===== src/rtl/albers_layer_renderer.sv =====
// Nested-rectangle (Albers) colour renderer: sequential shadow loader, frame-synchronous commit,
// two-stage hit/priority pipeline. Define ALBERS_EASE_EN to ease extents toward their targets per frame.
module albers_layer_renderer #(
    parameter int unsigned NUM_LAYERS = 7,
    parameter int          H_CENTER   = 640,
    parameter int          V_CENTER   = 480,
    parameter int unsigned MASK_BASE  = 5,
    parameter int unsigned EASE_STEP  = 4
) (
    input  logic        clk_in,
    input  logic        reset,
    input  logic        display_en,
    input  logic [11:0] h_count,
    input  logic [11:0] v_count,
    input  logic        frame_tick,
    input  logic        new_target,
    input  logic [31:0] rnd_in,
    output logic        busy,
    output logic [3:0]  r_out,
    output logic [3:0]  g_out,
    output logic [3:0]  b_out
);

    localparam int unsigned KW = (NUM_LAYERS > 1) ? $clog2(NUM_LAYERS) : 1;

    localparam logic [1:0] S_IDLE    = 2'd0;
    localparam logic [1:0] S_LOAD_A  = 2'd1;
    localparam logic [1:0] S_LOAD_B  = 2'd2;
    localparam logic [1:0] S_LOAD_BG = 2'd3;

    logic [1:0]    state_q, state_d;
    logic [KW-1:0] k_q, k_d;
    logic          busy_q, busy_d;
    logic          sv_q, sv_d;
    logic          commit;

    logic [10:0] sh_left_q  [NUM_LAYERS];
    logic [10:0] sh_right_q [NUM_LAYERS];
    logic [10:0] sh_top_q   [NUM_LAYERS];
    logic [10:0] sh_bot_q   [NUM_LAYERS];
    logic [3:0]  sh_r_q     [NUM_LAYERS];
    logic [3:0]  sh_g_q     [NUM_LAYERS];
    logic [3:0]  sh_b_q     [NUM_LAYERS];
    logic [3:0]  sh_bg_r_q, sh_bg_g_q, sh_bg_b_q;

    logic [10:0] act_left_q  [NUM_LAYERS];
    logic [10:0] act_right_q [NUM_LAYERS];
    logic [10:0] act_top_q   [NUM_LAYERS];
    logic [10:0] act_bot_q   [NUM_LAYERS];
    logic [3:0]  act_r_q     [NUM_LAYERS];
    logic [3:0]  act_g_q     [NUM_LAYERS];
    logic [3:0]  act_b_q     [NUM_LAYERS];
    logic [3:0]  bg_r_q, bg_g_q, bg_b_q;

    logic [NUM_LAYERS-1:0] hit_d, hit_q;
    logic                  de_q;
    logic [3:0]            r_d, g_d, b_d, r_q, g_q, b_q;
    logic                  found;
    logic                  unused_rnd;

    assign unused_rnd = ^rnd_in[31:30];

    function automatic logic [10:0] layer_mask(input logic [KW-1:0] idx);
        int unsigned w;
        w = MASK_BASE + 32'(idx);
        if (w >= 11) return 11'h7FF;
        return 11'h7FF >> (11 - w);
    endfunction

    // Signed 13-bit bounds: a lower bound below zero simply never clips.
    function automatic logic axis_hit(input int center, input logic [10:0] lo_ext,
                                      input logic [10:0] hi_ext, input logic [11:0] pos);
        logic signed [12:0] c, lb, ub, p;
        c  = 13'(center);
        lb = c - $signed({2'b00, lo_ext});
        ub = c + $signed({2'b00, hi_ext});
        p  = $signed({1'b0, pos});
        return (lb < p) && (p < ub);
    endfunction

    // shadow_valid is sampled before a same-cycle new_target clears it.
    assign commit = frame_tick && sv_q && !busy_q;
    assign busy   = busy_q;

    always_comb begin
        state_d = state_q;
        k_d     = k_q;
        busy_d  = busy_q;
        sv_d    = commit ? 1'b0 : sv_q;
        case (state_q)
            S_IDLE: begin
                if (new_target) begin
                    state_d = S_LOAD_A;
                    k_d     = '0;
                    busy_d  = 1'b1;
                    sv_d    = 1'b0;
                end
            end
            S_LOAD_A: state_d = S_LOAD_B;
            S_LOAD_B: begin
                if (k_q == KW'(NUM_LAYERS - 1)) begin
                    state_d = S_LOAD_BG;
                end else begin
                    k_d     = k_q + KW'(1);
                    state_d = S_LOAD_A;
                end
            end
            S_LOAD_BG: begin
                sv_d    = 1'b1;
                busy_d  = 1'b0;
                state_d = S_IDLE;
            end
            default: state_d = S_IDLE;
        endcase
    end

    always_ff @(posedge clk_in or negedge reset) begin
        if (!reset) begin
            state_q <= S_IDLE;
            k_q     <= '0;
            busy_q  <= 1'b0;
            sv_q    <= 1'b0;
        end else begin
            state_q <= state_d;
            k_q     <= k_d;
            busy_q  <= busy_d;
            sv_q    <= sv_d;
        end
    end

    always_ff @(posedge clk_in or negedge reset) begin
        if (!reset) begin
            for (int unsigned i = 0; i < NUM_LAYERS; i++) begin
                sh_left_q[i]  <= '0;
                sh_right_q[i] <= '0;
                sh_top_q[i]   <= '0;
                sh_bot_q[i]   <= '0;
                sh_r_q[i]     <= '0;
                sh_g_q[i]     <= '0;
                sh_b_q[i]     <= '0;
            end
            sh_bg_r_q <= '0;
            sh_bg_g_q <= '0;
            sh_bg_b_q <= '0;
        end else begin
            case (state_q)
                S_LOAD_A: begin
                    sh_left_q[k_q]  <= rnd_in[10:0] & layer_mask(k_q);
                    sh_right_q[k_q] <= rnd_in[21:11] & layer_mask(k_q);
                    sh_r_q[k_q]     <= rnd_in[25:22];
                    sh_g_q[k_q]     <= rnd_in[29:26];
                end
                S_LOAD_B: begin
                    sh_top_q[k_q] <= rnd_in[10:0] & layer_mask(k_q);
                    sh_bot_q[k_q] <= rnd_in[21:11] & layer_mask(k_q);
                    sh_b_q[k_q]   <= rnd_in[25:22];
                end
                S_LOAD_BG: begin
                    sh_bg_r_q <= rnd_in[3:0];
                    sh_bg_g_q <= rnd_in[7:4];
                    sh_bg_b_q <= rnd_in[11:8];
                end
                default: ;
            endcase
        end
    end

    always_ff @(posedge clk_in or negedge reset) begin
        if (!reset) begin
            for (int unsigned i = 0; i < NUM_LAYERS; i++) begin
                act_r_q[i] <= '0;
                act_g_q[i] <= '0;
                act_b_q[i] <= '0;
            end
            bg_r_q <= '0;
            bg_g_q <= '0;
            bg_b_q <= '0;
        end else if (commit) begin
            for (int unsigned i = 0; i < NUM_LAYERS; i++) begin
                act_r_q[i] <= sh_r_q[i];
                act_g_q[i] <= sh_g_q[i];
                act_b_q[i] <= sh_b_q[i];
            end
            bg_r_q <= sh_bg_r_q;
            bg_g_q <= sh_bg_g_q;
            bg_b_q <= sh_bg_b_q;
        end
    end

`ifdef ALBERS_EASE_EN
    logic [10:0] tgt_left_q  [NUM_LAYERS];
    logic [10:0] tgt_right_q [NUM_LAYERS];
    logic [10:0] tgt_top_q   [NUM_LAYERS];
    logic [10:0] tgt_bot_q   [NUM_LAYERS];

    function automatic logic [10:0] ease(input logic [10:0] cur, input logic [10:0] tgt);
        logic [10:0] step;
        step = 11'(EASE_STEP);
        if (cur < tgt) return (tgt - cur <= step) ? tgt : cur + step;
        return (cur - tgt <= step) ? tgt : cur - step;
    endfunction

    // On a committing tick the extents already step toward the freshly committed target.
    always_ff @(posedge clk_in or negedge reset) begin
        if (!reset) begin
            for (int unsigned i = 0; i < NUM_LAYERS; i++) begin
                tgt_left_q[i]  <= '0;
                tgt_right_q[i] <= '0;
                tgt_top_q[i]   <= '0;
                tgt_bot_q[i]   <= '0;
                act_left_q[i]  <= '0;
                act_right_q[i] <= '0;
                act_top_q[i]   <= '0;
                act_bot_q[i]   <= '0;
            end
        end else if (frame_tick) begin
            for (int unsigned i = 0; i < NUM_LAYERS; i++) begin
                if (commit) begin
                    tgt_left_q[i]  <= sh_left_q[i];
                    tgt_right_q[i] <= sh_right_q[i];
                    tgt_top_q[i]   <= sh_top_q[i];
                    tgt_bot_q[i]   <= sh_bot_q[i];
                end
                act_left_q[i]  <= ease(act_left_q[i],  commit ? sh_left_q[i]  : tgt_left_q[i]);
                act_right_q[i] <= ease(act_right_q[i], commit ? sh_right_q[i] : tgt_right_q[i]);
                act_top_q[i]   <= ease(act_top_q[i],   commit ? sh_top_q[i]   : tgt_top_q[i]);
                act_bot_q[i]   <= ease(act_bot_q[i],   commit ? sh_bot_q[i]   : tgt_bot_q[i]);
            end
        end
    end
`else
    localparam int unsigned unused_ease_step = EASE_STEP;

    always_ff @(posedge clk_in or negedge reset) begin
        if (!reset) begin
            for (int unsigned i = 0; i < NUM_LAYERS; i++) begin
                act_left_q[i]  <= '0;
                act_right_q[i] <= '0;
                act_top_q[i]   <= '0;
                act_bot_q[i]   <= '0;
            end
        end else if (commit) begin
            for (int unsigned i = 0; i < NUM_LAYERS; i++) begin
                act_left_q[i]  <= sh_left_q[i];
                act_right_q[i] <= sh_right_q[i];
                act_top_q[i]   <= sh_top_q[i];
                act_bot_q[i]   <= sh_bot_q[i];
            end
        end
    end
`endif

    always_comb begin
        hit_d = '0;
        for (int unsigned i = 0; i < NUM_LAYERS; i++) begin
            hit_d[i] = axis_hit(H_CENTER, act_left_q[i], act_right_q[i], h_count) &&
                       axis_hit(V_CENTER, act_top_q[i], act_bot_q[i], v_count);
        end
    end

    always_comb begin
        r_d   = bg_r_q;
        g_d   = bg_g_q;
        b_d   = bg_b_q;
        found = 1'b0;
        for (int unsigned i = 0; i < NUM_LAYERS; i++) begin
            if (hit_q[i] && !found) begin
                found = 1'b1;
                r_d   = act_r_q[i];
                g_d   = act_g_q[i];
                b_d   = act_b_q[i];
            end
        end
        if (!de_q) begin
            r_d = '0;
            g_d = '0;
            b_d = '0;
        end
    end

    always_ff @(posedge clk_in or negedge reset) begin
        if (!reset) begin
            hit_q <= '0;
            de_q  <= 1'b0;
            r_q   <= '0;
            g_q   <= '0;
            b_q   <= '0;
        end else begin
            hit_q <= hit_d;
            de_q  <= display_en;
            r_q   <= r_d;
            g_q   <= g_d;
            b_q   <= b_d;
        end
    end

    assign r_out = r_q;
    assign g_out = g_q;
    assign b_out = b_q;

endmodule


===== config.mk =====
export PLATFORM = sky130hd
export DESIGN_NAME = albers_layer_renderer
export DESIGN_NICKNAME = d
export VERILOG_FILES = /design/src/rtl/albers_layer_renderer.sv
export SDC_FILE = /design/constraint.sdc
export NUM_CORES = 1
export LEC_CHECK = 0
export BUFFER_PORTS_ARGS = -buffer_cell sky130_fd_sc_hd__buf_2
export CORE_MARGIN = 5
export CORE_UTILIZATION = 65
export CTS_BUF_LIST = sky130_fd_sc_hd__clkbuf_16
export DETAILED_ROUTE_END_ITERATION = 10
export GPL_ROUTABILITY_DRIVEN = 0
export PLACE_DENSITY_LB_ADDON = 0.08
export SYNTH_ARGS = -nofsm -noshare
export SYNTH_HDL_FRONTEND = slang
export SYNTH_SLANG_ARGS = --single-unit

===== constraint.sdc =====
create_clock -name clk_in -period 4.2 [get_ports clk_in]
set_clock_uncertainty 0.1 [all_clocks]
set_input_delay 0.42 -clock clk_in [delete_from_list [all_inputs] [get_ports clk_in]]
set_output_delay 0.42 -clock clk_in [all_outputs]
set_load 0.1 [all_outputs]

==> run summary, run 1 <==
outcome -> complete, no violations
post-CTS resize count -> 0
Leak -> 20.8 nW
PwrDens -> 692 mW/mm^2
Post-Syn Area -> 0.0410 mm^2
detailed-route DRC error count -> 0
Placed Cells -> 4213
Flop pwr share -> 0.422
crit-path cells -> inv_1 -> ha_1 -> nand2_1 -> o21ai_0 -> nor2_1 -> a21oi_1 -> xnor2_1 -> ha_1 -> nand3_1 -> a2111o_1 -> a2111oi_0 -> buf_4 -> nor4_1
simple-gate share of the synthesized area -> 0.0705
reg2reg setup slack -> 0.74 ns
Net Switching -> 10.9 mW
post-synthesis adder-cell area fraction -> 0.101
largest fanout on the critical path -> 3
fill count -> 4338
ys flop type -> dfrtp_1
Post-CTS Hold Buffers -> 6
Initial Util -> 0.654
Net Sw Frac -> 0.349
CTS max path bufs -> 3
Max Cap Viol -> 0
RR Endpoint -> hit_q[4]
net count after synthesis -> 3770
global-route usage over all layers -> 0.298
final hold violations -> 0
Die Y -> 261 um
worst endpoint required time -> 4.58 ns
Post-Layout Cell Count -> 4376
Reg clk slew, reported paths -> 0.06 ns
hold_ws -> 0.0259 ns
Mean Syn Cell Area -> 12.1 um^2
Vias -> 26.9k
# setup viols final -> 0
fraction of layout cells with a size suffix above 1 -> 0.260
antenna-violating nets left -> 0
Clock Latency Late Sink -> 0.62 ns
critical path type -> register to register
pre-CTS WS -> 0.810 ns
CTS Root Cell -> clkbuf_16
H-tree Lvls -> 3
Initial DRT Pass Iterations -> 5
Detail Placement HPWL -> 66300 um
clock share of power -> 0.226
Startpoint Class -> register
CP peak stage delay -> 0.52 ns
Post-DP Area -> 0.0424 mm^2
Post-synth ARST share -> 1.00
hold path endpoint -> sh_bot_q[9]
relative slew slack -> 0.249
Post-Route WL -> 99500 um
mux contribution to synthesized area -> 0.183
Hold Crit Class -> primary input to register
Syn Inst Count -> 3379
final period utilization -> 0.823
CP max-delay cell -> a2111oi_0
Most common cell on crit path -> ha_1
first-pass GRT wire length -> 159000 um
total chip power -> 31.2 mW
Nets -> 3851
setup repair bufs after CTS -> 0
Comb power frac -> 0.352
most frequent cells in the layout -> dfrtp_1, mux2_2, ha_1, nand2_1, o21ai_0
Ports -> 74
synthesized flop and latch total -> 835
setup TNS -> 0 ns
Hold Startpoint -> rnd_in[20]
Worst-Margin Slew -> 1.13 ns
Vias per Instance -> 6.16
Worst R2R Start -> act_top_q[23]
RSZ-0062 raised after global routing -> no
commonest non-fill, non-tap cell in the layout -> dfrtp_1
number of CTS-inserted buffers -> 85
Layout Utilization -> 0.718
vias in the first global route -> 28.8k
xor/xnor share of the synthesized area -> 0.0339
FP Rows -> 92
post-synthesis sequential area ratio -> 0.509
initial antenna violation count -> 3
Clock Sinks -> 835
Setup crit end kind -> register
FMAX -> 0.289 GHz
Hold Crit Depth -> 2
gr ovfl total -> 0
pin count of the biggest net entering global routing -> 135
YS warnings -> 0
I/O Buffers -> 71
complex-gate fraction of the synthesized area -> 0.0749
TritonCTS clock tree -> done
post-route cell area -> 0.0450 mm^2
Area Growth Syn to Fin -> 9.81%
largest family of logic cells by synthesized area -> multiplexers
Max rail drop VDD -> 459 uV
Worst Path Arrival -> 3.83 ns
Synth cell types -> 65
Slew Limit Fails -> 0
full die area -> 0.0682 mm^2
Core Footprint -> 0.0627 mm^2
min setup slack post-route -> 0.744 ns
Wirelength per Cell -> 22.7 um
Worst R2R Path Depth -> 13
Tmin final -> 3.46 ns
EDFF count, synth -> 0
number of DRC markers in iteration 0 -> 1955
Die X -> 261 um
Internal Power -> 20.3 mW
worst max-delay path by stage:
stage	start	endpoint	slack (ns)	cells after the start
3_3_place_gp	act_left_q[71]	hit_q[0]	0.83	10
2_1_floorplan	act_left_q[71]	hit_q[0]	1.46	10
6_report	act_top_q[23]	hit_q[4]	0.74	13
3_5_place_dp	act_top_q[22]	hit_q[4]	0.81	13
5_1_grt	act_top_q[23]	hit_q[4]	0.44	13
4_1_cts	act_top_q[22]	hit_q[4]	0.77	13
cell families (layout without fill, tap and decap cells):
group           Yosys count  in the layout
other cells               0              5
flops                   835            835
fa+ha+maj               330            330
buf+inv                 286            432
xor+xnor                159            159
compound gates          493            493
simple gates            609            609
mux                     667            667
worst max-delay path: cells and delay by family, from the launching register on:
| kind | cells | cell delay [ns] |
|---|---|---|
| AO/OA/AOI/OAI | 4 | 1.51 |
| adder cells (fa/ha/maj) | 2 | 0.48 |
| AND/OR/NAND/NOR | 4 | 0.42 |
| XOR/XNOR | 1 | 0.08 |
| buffers and inverters | 2 | 0.33 |
| flip-flops | 1 | 0.39 |
cell usage after synthesis, drive strengths merged, types with 14 or more instances:
| library cell | n | area share |
|---|---|---|
| o211ai | 18 | 0.0033 |
| clkbuf | 71 | 0.0065 |
| a21oi | 104 | 0.013 |
| ha | 330 | 0.10 |
| nor2 | 68 | 0.0062 |
| nand3 | 61 | 0.0076 |
| a21o | 22 | 0.0040 |
| and2 | 52 | 0.0079 |
| nor3 | 58 | 0.0072 |
| a211oi | 26 | 0.0048 |
| mux2 | 654 | 0.18 |
| xor2 | 74 | 0.016 |
| nand2 | 273 | 0.025 |
| nor4 | 14 | 0.0023 |
| inv | 154 | 0.014 |
| o21ai | 189 | 0.023 |
| o21a | 26 | 0.0048 |
| dfrtp | 835 | 0.51 |
| xnor2 | 85 | 0.018 |
| buf | 61 | 0.0073 |
state kept, by name (all words and copies together), names as in the netlist, 77 cells and up:
signal and cells:
sh_bot_q 77, sh_top_q 77, sh_right_q 77, act_right_q 77, sh_left_q 77, act_top_q 77, act_bot_q 77, act_left_q 77
power by group through the flow:
stage,Combinational [mW],Clock (mW),Sequential (mW)
6_report,11.0,7.05,13.1
3_5_place_dp,10.9,0,13.2
2_1_floorplan,8.10,0,12.8
4_1_cts,11.0,7.15,13.1
3_3_place_gp,10.2,0,13.0
5_1_grt,12.4,7.48,13.5
final cells by class:
cell class,instances,area (um^2),area share
well taps,846,1060,0.0235
flip-flops and latches,835,20900,0.464
multi-input cells,2258,19000,0.422
diodes,5,12.5,0.000278
repair buffers,126,918,0.0204
clock inverters,65,379,0.00842
clock buffers,87,2180,0.0483
inverters,154,578,0.0128
metal layers:
| metal | routed length [um] | GRT usage |
|---|---|---|
| met2 | 48200 | 0.495 |
| met3 | 5320 | 0.0455 |
| met5 | 0 | 0 |
| met4 | 3920 | 0.113 |
| met1 | 42100 | 0.400 |
(Power assumes the default switching activity.)
==> inputs of run 2 (changes only) <==
- ABC_AREA: not set -> 1
- CORE_UTILIZATION: 65 -> 63
- clock period: 4.2 -> 3.55 ns (I/O delays scaled with it)
==> run 2 against run 1 <==
Net effect:
- sequential power increased by 16%
- first-iteration DRC count increased by 38%
- highest routed layer unchanged
- flip-flop and latch count unchanged
==> run summary, run 2 <==
initial antenna violation count -> 2
Vias -> 32.1k
number of cells on the critical path -> 16
post-CTS resize count -> 0
RSZ-0062 raised after global routing -> no
Tmin final -> 2.77 ns
reg2reg setup slack -> 0.78 ns
Die X -> 268 um
fraction of layout cells with a size suffix above 1 -> 0.0672
Post-Syn Area -> 0.0419 mm^2
Setup crit end kind -> register
vias in the first global route -> 31.2k
Detail Placement HPWL -> 68100 um
synthesized flop and latch total -> 835
Area Growth Syn to Fin -> 9.53%
ys flop type -> dfrtp_1
Core Footprint -> 0.0659 mm^2
PwrDens -> 826 mW/mm^2
CP delay by family, top -> simple AND/OR/NAND/NOR gates
gr ovfl total -> 0
most common cell in the netlist -> nand2_1
number of CTS-inserted buffers -> 88
detailed-route DRC error count -> 0
antenna-violating nets left -> 0
Clock Latency Late Sink -> 0.65 ns
number of DRC markers in iteration 0 -> 2698
Ports -> 74
commonest non-fill, non-tap cell in the layout -> nand2_1
FP Rows -> 94
Post-synth top cells -> nand2_1, dfrtp_1, o21ai_0
critical path type -> register to register
TritonCTS clock tree -> done
Mean Syn Cell Area -> 8.64 um^2
Clock Sinks -> 835
ant diodes -> 0
full die area -> 0.0718 mm^2
Post-synth ARST share -> 1.00
RR Endpoint -> hit_q[0]
hold_ws -> 0.0473 ns
Hold Crit Class -> primary input to register
net count after synthesis -> 5240
Reg clk slew, reported paths -> 0.06 ns
FMAX -> 0.361 GHz
most frequent cells in the layout -> nand2_1, dfrtp_1, o21ai_0, inv_1, ha_1
CTS Root Cell -> clkbuf_16
Max rail drop VDD -> 725 uV
EDFF count, synth -> 0
Syn Inst Count -> 4849
Wirelength per Cell -> 18.0 um
setup TNS -> 0 ns
Buf+Inv Stages, Crit Path -> 2
I/O Buffers -> 71
Die Y -> 268 um
top cell type's share of synthesized area -> 0.499
final hold violations -> 0
Worst R2R Path Depth -> 16
biggest area consumer among synthesized cells -> dfrtp_1
CP max-delay cell -> dfrtp_1
YS warnings -> 0
largest cells by area after synthesis -> dfrtp_1, nand2_1, ha_1
crit-path cells -> inv_1 -> ha_1 -> nor3b_1 -> nand2_1 -> nand2_1 -> inv_1 -> nand2_1 -> o21ai_0 -> xor2_1 -> ha_1 -> a21oi_1 -> or2_2 -> nand3_1 -> nand2_1 -> nand2_1 -> nor2_1
Slew Limit Fails -> 0
Post-Route WL -> 105000 um
Worst R2R Start -> act_top_q[66]
relative slew slack -> 0.197
Most common cell on crit path -> nand2_1
Nets -> 5275
Startpoint Class -> register
post-synthesis sequential area ratio -> 0.499
Initial DRT Pass Iterations -> 6
# setup viols final -> 0
crit path launch -> act_top_q[66]
pin count of the biggest net entering global routing -> 188
global-route usage over all layers -> 0.296
CTS max path bufs -> 3
Max Cap Viol -> 0
worst endpoint required time -> 3.97 ns
Worst-Margin Slew -> 1.20 ns
Worst Path Arrival -> 3.19 ns
Vias per Instance -> 5.52
outcome -> complete, no violations
Leak -> 23.4 nW
first-pass GRT wire length -> 168000 um
Synth cell types -> 38
H-tree Lvls -> 3
CP peak stage delay -> 0.38 ns
Initial Util -> 0.636
final period utilization -> 0.780
crit path capture -> hit_q[0]
largest fanout on the critical path -> 3
## run 2: cell count changes after synthesis, sizes merged, moves of 26 or more
| cell | before | now |
|---|---|---|
| nand2 | 273 | 1321 |
| mux2 | 654 | 1 |
| o21ai | 189 | 806 |
| inv | 154 | 600 |
| nor2 | 68 | 157 |
| a21oi | 104 | 176 |
| nand3 | 61 | 118 |
| and2 | 52 | 0 |
| xnor2 | 85 | 35 |
| buf | 61 | 97 |
| xor2 | 74 | 101 |
| a211oi | 26 | 0 |
## run 2: metal layers
metal / vias up / track usage / routed length (um)
li1: 15700 / - / -
met1: 15400 / 0.419 / 47000
met2: 773 / 0.484 / 48600
met3: 204 / 0.0368 / 5520
met4: 0 / 0.0986 / 3790
met5: - / 0 / 0
## run 2: metrics by stage
| stage | std cells | total power, mW | utilization | area [um^2] | worst slack [ns] |
|---|---|---|---|---|---|
| 5_1_grt | 5817 | 41.2 | 0.697 | 45900 | 0.587 |
| 6_report | 5817 | 37.9 | 0.697 | 45900 | 0.783 |
| 4_1_cts | 5817 | 38.1 | 0.697 | 45900 | 0.803 |
| 3_3_place_gp | 5636 | 28.4 | 0.652 | 42900 | 0.854 |
| 3_5_place_dp | 5636 | 29.1 | 0.652 | 42900 | 0.814 |
| 2_1_floorplan | 4849 | 25.3 | - | 41900 | 1.20 |
## run 2: cell families after synthesis
group / Yosys count / synth area share
XOR/XNOR: 136 / 0.0289
multiplexers: 1 / 0.000269
AND/OR/NAND/NOR: 1700 / 0.164
adder cells (fa/ha/maj): 330 / 0.0985
flip-flops: 835 / 0.499
buffers and inverters: 793 / 0.0771
AO/OA/AOI/OAI: 1054 / 0.132
## run 2: layout make-up
type	instances	area, um^2
Clock buffer	88	2200
Clock inverter	71	547
Fill cell	5327	20000
Inverter	600	2260
Multi-Input combinational cell	3221	17800
Sequential cell	835	20900
Tap cell	864	1080
Timing Repair Buffer	138	1120
## run 2: report_power, final
| part | total, mW | internal (mW) | switching, mW |
|---|---|---|---|
| clock network | 8.81 | 4.92 | 3.89 |
| registers | 15.2 | 13.1 | 2.04 |
| logic | 14.0 | 5.28 | 8.69 |
| total | 37.9 | 23.3 | 14.6 |
## run 2: tightest hold or removal path, delay by kind of cell
family,cells,cell delay [ns]
AND/OR/NAND/NOR,1,0.10
buffers and inverters,1,0.22
AO/OA/AOI/OAI,1,0.06
## run 2: timing repair
action,4_1_cts,5_1_grt
hold endpoints to repair,172,0
hold buffers,22,0
buffers inserted,0,0
## run 2: worst min-delay path by stage
stage | end | slack [ns] | depth (start not counted) | start
final | sh_r_q[22] | 0.05 | 3 | rnd_in[24]
after CTS | sh_r_q[22] | 0.01 | 3 | rnd_in[24]
after global routing | sh_r_q[26] | 0.06 | 3 | rnd_in[24]
after detailed placement | sh_left_q[57] | 0.22 | 1 | reset
after floorplan | act_b_q[0] | -0.04 | 0 | reset
after global placement | sh_left_q[57] | 0.22 | 1 | reset
